==> config.mk <==
export PLATFORM = sky130hd
export DESIGN_NAME = permutation_round_controller
export DESIGN_NICKNAME = d
export VERILOG_FILES = /design/src/rtl/permutation_round_controller.sv
export SDC_FILE = /design/constraint.sdc
export NUM_CORES = 1
export LEC_CHECK = 0
export BUFFER_PORTS_ARGS = -buffer_cell sky130_fd_sc_hd__buf_2
export CAP_MARGIN = 10
export CORE_MARGIN = 2
export CORE_UTILIZATION = 45
export CTS_CLUSTER_DIAMETER = 50
export CTS_CLUSTER_SIZE = 10
export DETAILED_ROUTE_END_ITERATION = 10
export GPL_ROUTABILITY_DRIVEN = 0
export GPL_TIMING_DRIVEN = 0
export PLACE_DENSITY = 0.68
export SLEW_MARGIN = 40
export SYNTH_ARGS = -nofsm -noshare
export SYNTH_HDL_FRONTEND = slang
export SYNTH_SLANG_ARGS = --single-unit
==> constraint.sdc <==
create_clock -name clock -period 4.6 [get_ports clock]
set_clock_uncertainty 0.1 [all_clocks]
set_input_delay 1.15 -clock clock [delete_from_list [all_inputs] [get_ports clock]]
set_output_delay 1.15 -clock clock [all_outputs]
set_load 0.02 [all_outputs]
==> src/rtl/permutation_round_controller.sv <==
// Round sequencer for the ASCON permutation datapath: load strobe,
// per-round enable, round-constant index and result handshake.
module permutation_round_controller #(
  parameter int G_ROUND_WIDTH = 4,
  parameter int G_MAX_ROUNDS  = 12
) (
  input  logic                     clock,
  input  logic                     reset_n,
  input  logic                     start_valid,
  output logic                     start_ready,
  input  logic [G_ROUND_WIDTH-1:0] rounds,
  input  logic                     abort,
  output logic                     load_state,
  output logic                     round_enable,
  output logic [G_ROUND_WIDTH-1:0] round_idx,
  output logic                     busy,
  output logic                     result_valid,
  input  logic                     result_ready,
  output logic                     error
);

  typedef enum logic [1:0] {
    S_IDLE,
    S_LOAD,
    S_ROUND,
    S_DONE
  } state_t;

  localparam logic [G_ROUND_WIDTH-1:0] MAX_R =
    G_ROUND_WIDTH'(G_MAX_ROUNDS);
  localparam logic [G_ROUND_WIDTH-1:0] LAST_R =
    G_ROUND_WIDTH'(G_MAX_ROUNDS - 1);

  state_t                   state_q;
  state_t                   state_d;
  logic [G_ROUND_WIDTH-1:0] idx_q;
  logic [G_ROUND_WIDTH-1:0] idx_d;
  logic                     err_q;
  logic                     err_d;
  logic                     req_ok;

  assign req_ok = (rounds != '0) && (rounds <= MAX_R);

  always_ff @(posedge clock or negedge reset_n) begin
    if (!reset_n) begin
      state_q <= S_IDLE;
      idx_q   <= '0;
      err_q   <= 1'b0;
    end else begin
      state_q <= state_d;
      idx_q   <= idx_d;
      err_q   <= err_d;
    end
  end

  // Abort outranks every other transition outside IDLE.
  always_comb begin
    state_d = state_q;
    idx_d   = idx_q;
    err_d   = 1'b0;
    if (abort && (state_q != S_IDLE)) begin
      state_d = S_IDLE;
      idx_d   = '0;
    end else begin
      unique case (state_q)
        S_IDLE: begin
          if (start_valid) begin
            if (req_ok) begin
              state_d = S_LOAD;
              idx_d   = MAX_R - rounds;
            end else begin
              err_d = 1'b1;
            end
          end
        end
        S_LOAD: state_d = S_ROUND;
        S_ROUND: begin
          if (idx_q == LAST_R) begin
            state_d = S_DONE;
          end else begin
            idx_d = idx_q + 1'b1;
          end
        end
        S_DONE: begin
          if (result_ready) begin
            state_d = S_IDLE;
            idx_d   = '0;
          end
        end
        default: begin
          state_d = S_IDLE;
          idx_d   = '0;
        end
      endcase
    end
  end

  assign start_ready  = (state_q == S_IDLE);
  assign busy         = (state_q != S_IDLE);
  assign load_state   = (state_q == S_LOAD);
  assign round_enable = (state_q == S_ROUND);
  assign result_valid = (state_q == S_DONE);
  assign round_idx    = idx_q;
  assign error        = err_q;

endmodule
==> flow_metrics.env <==
export IMPL_drt_wirelength_per_cell_um=12.9
export IMPL_synth_area_leader_cell="sky130_fd_sc_hd__dfrtp_1"
export IMPL_insertedDiodeCount=0
export IMPL_yosys_top_cells_area="sky130_fd_sc_hd__dfrtp_1, sky130_fd_sc_hd__ha_1, sky130_fd_sc_hd__inv_1"
export IMPL_power_density_mw_per_mm2=648
export IMPL_flow_area_growth_from_synthesis_pct=21.6
export IMPL_clockRootBuffer="sky130_fd_sc_hd__clkbuf_4"
export IMPL_crit_family="simple AND/OR/NAND/NOR gates"
export IMPL_yosysUniqueCellTypes=36
export IMPL_timing_critical_path_from_type="primary input"
export IMPL_slowest_delay_ps=570
export IMPL_path_cells="buf_2, inv_1, ha_1, nor3b_1, o21a_1, or4_4, a221o_1"
export IMPL_detailedPlace_worstSlack_ps=1530
export IMPL_std_cell_rows=13
export IMPL_num_io_pins=19
export IMPL_main_flop_type_after_synthesis="sky130_fd_sc_hd__dfrtp_1"
export IMPL_total_negative_setup_slacks_ps=0
export IMPL_routed_wl_um=1380
export IMPL_worst_setup_hold_path_clk_slew_ps=50
export IMPL_num_nets_final=108
export IMPL_static_leakage_power_nw=0.389
export IMPL_r2r_setup_slack_ps=2270
export IMPL_hold_path_end="round_idx[2]"
export IMPL_status="finished, final reports clean"
export IMPL_post_synth_top_area_fraction=0.280
export IMPL_timing_critical_path_arrival_ps=2840
export IMPL_wl_met3_um=61
export IMPL_hold_buffers=0
export IMPL_drive_above_1_share=0.293
export IMPL_asyncSetResetFlopFracSynth=1.00
export IMPL_commonest_cells_after_routing_fill_and_taps_aside="sky130_fd_sc_hd__buf_2, sky130_fd_sc_hd__inv_1, sky130_fd_sc_hd__dfrtp_1"
export IMPL_starting_density=0.481
export IMPL_fin_util=0.585
export IMPL_groute_usage_overall=0.194
export IMPL_drcViolationCount=0
export IMPL_cp_num_buf_inv=2
export IMPL_vias=587
export IMPL_worst_ep_required_time_ps=4630
export IMPL_slew_limit_headroom=0.722
export IMPL_holdWs_ps=477
export IMPL_drt_pass1_iterations=4
export IMPL_setup_viol_count_final=0
export IMPL_yosysWarningCount=0
export IMPL_detailedRoute_firstIterationViolations=11
export IMPL_cts_repair_resize_count=0
export IMPL_finalWorstSetupSlack_ps=1800
export IMPL_number_of_enable_type_register_cells_in_the_synthesized_netlist=0
export IMPL_whs_path_depth=1
export IMPL_cp_end_kind="register"
export IMPL_number_of_synthesized_register_bits=7
export IMPL_timing_rr_end="round_idx[0]"
export IMPL_die_w_um=41.3
export IMPL_grt_pass1_wl_um=2170
export IMPL_post_synthesis_cell_count=70
export IMPL_buffer_ports_inserted=18
export IMPL_timing_hold_violations_final=0
export IMPL_drt_antenna_violating_nets=0
export IMPL_rsz0062_at_grt="no"
export IMPL_critPathKind="primary input to register"
export IMPL_met1Wirelength_um=713
export IMPL_ys_seq_area_frac=0.280
export IMPL_timing_fmax_ghz=0.357
export IMPL_rr_worst_depth=7
export IMPL_grt_ovfl_total=0
export IMPL_final_max_slew_violation_count=0
export IMPL_grt_pass1_vias=503
export IMPL_dieHeight_um=41.3
export IMPL_cts_buffers_inserted=3
export IMPL_grt_start_max_net_pins=11
export IMPL_viasPerCell=5.49
export IMPL_cts_max_path_buffers=2
export IMPL_period_share=0.609
export IMPL_num_fill_cells=134
export IMPL_critical_path_reg2reg_startpoint="state_q[0]"
export IMPL_crit_slowest_cell="sky130_fd_sc_hd__or4_4"
export IMPL_clkLatencyLatePin_ps=250
export IMPL_clock_sinks=7
export IMPL_die_area_mm2=0.00170
export IMPL_grt_antenna_before_repair=0
export IMPL_cts_setup_buffers=0
export IMPL_critical_path_peak_fanout=4
export IMPL_synth_area_um2=626
export IMPL_cts_tree="done"
export IMPL_period_needed_ps=2800
export IMPL_htreeDepth=1
export IMPL_vdd_drop_max_mv=0.322
export IMPL_maxUsedRoutingLayer="met4"
export IMPL_synth_net_count=85
export IMPL_drv_cap=0
export IMPL_synth_avg_cell_area_um2=8.94
export IMPL_routed_wl_met2_um=592
export IMPL_fp_coreArea_mm2=0.00130
export IMPL_max_slew_worst_pin_slew_ps=415
export IMPL_layout_cells_most_common="sky130_fd_sc_hd__buf_2"
export IMPL_dp_hpwl_um=1110
export IMPL_hold_wc_startpoint="round_idx[2]"
export IMPL_timing_hold_worst_class="register to register"
-- how the worst max path moves through the flow --
stage	startpoint	end	slack, ps	cells past startpoint
6_report	rounds[0]	round_idx[0]	1800	7
2_1_floorplan	rounds[0]	round_idx[0]	1750	6
3_5_place_dp	rounds[0]	round_idx[0]	1530	7
3_3_place_gp	rounds[0]	round_idx[0]	1570	7
4_1_cts	rounds[0]	round_idx[0]	1800	7
5_1_grt	rounds[0]	round_idx[0]	1720	7
-- sequential cells by signal (all words and copies together), names as in the netlist --
register	flops
error	1
state_q	2
round_idx	4
-- per-stage QoR --
step / total power [mW] / instances / cell area (µm²)
2_1_floorplan: 0.358 / 70 / 626
3_3_place_gp: 0.434 / 103 / 734
3_5_place_dp: 0.436 / 103 / 734
4_1_cts: 0.493 / 107 / 761
5_1_grt: 0.537 / 107 / 761
6_report: 0.493 / 107 / 761
-- cell usage after synthesis (2+ instances only) --
library cell              number
sky130_fd_sc_hd__a21oi_1       2
sky130_fd_sc_hd__a22o_1        3
sky130_fd_sc_hd__dfrtp_1       7
sky130_fd_sc_hd__ha_1          6
sky130_fd_sc_hd__inv_1         8
sky130_fd_sc_hd__nand2_1       2
sky130_fd_sc_hd__nand3_1       2
sky130_fd_sc_hd__nor2_1        3
sky130_fd_sc_hd__nor2b_1       2
sky130_fd_sc_hd__nor3_1        3
sky130_fd_sc_hd__o21ai_0       5
sky130_fd_sc_hd__xor2_1        3
-- area by class of cell --
cell class	count	area, µm²	share of cell area
Inverter	8	30.0	0.0395
Timing Repair Buffer	18	90.1	0.118
Buffer	2	15.0	0.0197
Multi-Input combinational cell	53	405	0.533
Tap cell	15	18.8	0.0247
Sequential cell	7	175	0.230
Clock buffer	4	26.3	0.0345
-- where the power goes --
| part | switching [mW] | internal [mW] | leakage, nW |
|---|---|---|---|
| combinational | 0.181 | 0.141 | 0.284 |
| clock | 0.0232 | 0.0331 | 0.0150 |
| sequential | 0.0286 | 0.0857 | 0.0906 |
-- routing by layer --
metal,up-vias,global-route usage
met5,-,0
met4,0,0.105
met2,15,0.277
met3,2,0.0272
met1,266,0.273
li1,304,-
-- logic make-up (layout without fill, tap and decap cells) --
kind of cell / Yosys count / count (layout) / share of synthesized area
AO/OA/AOI/OAI: 22 / 22 / 0.260
XOR/XNOR: 4 / 4 / 0.0560
adder cells (fa/ha/maj): 6 / 6 / 0.120
buffers and inverters: 10 / 32 / 0.0720
flip-flops: 7 / 7 / 0.280
AND/OR/NAND/NOR: 21 / 21 / 0.212
No activity file was read; power rests on OpenSTA's default activity.
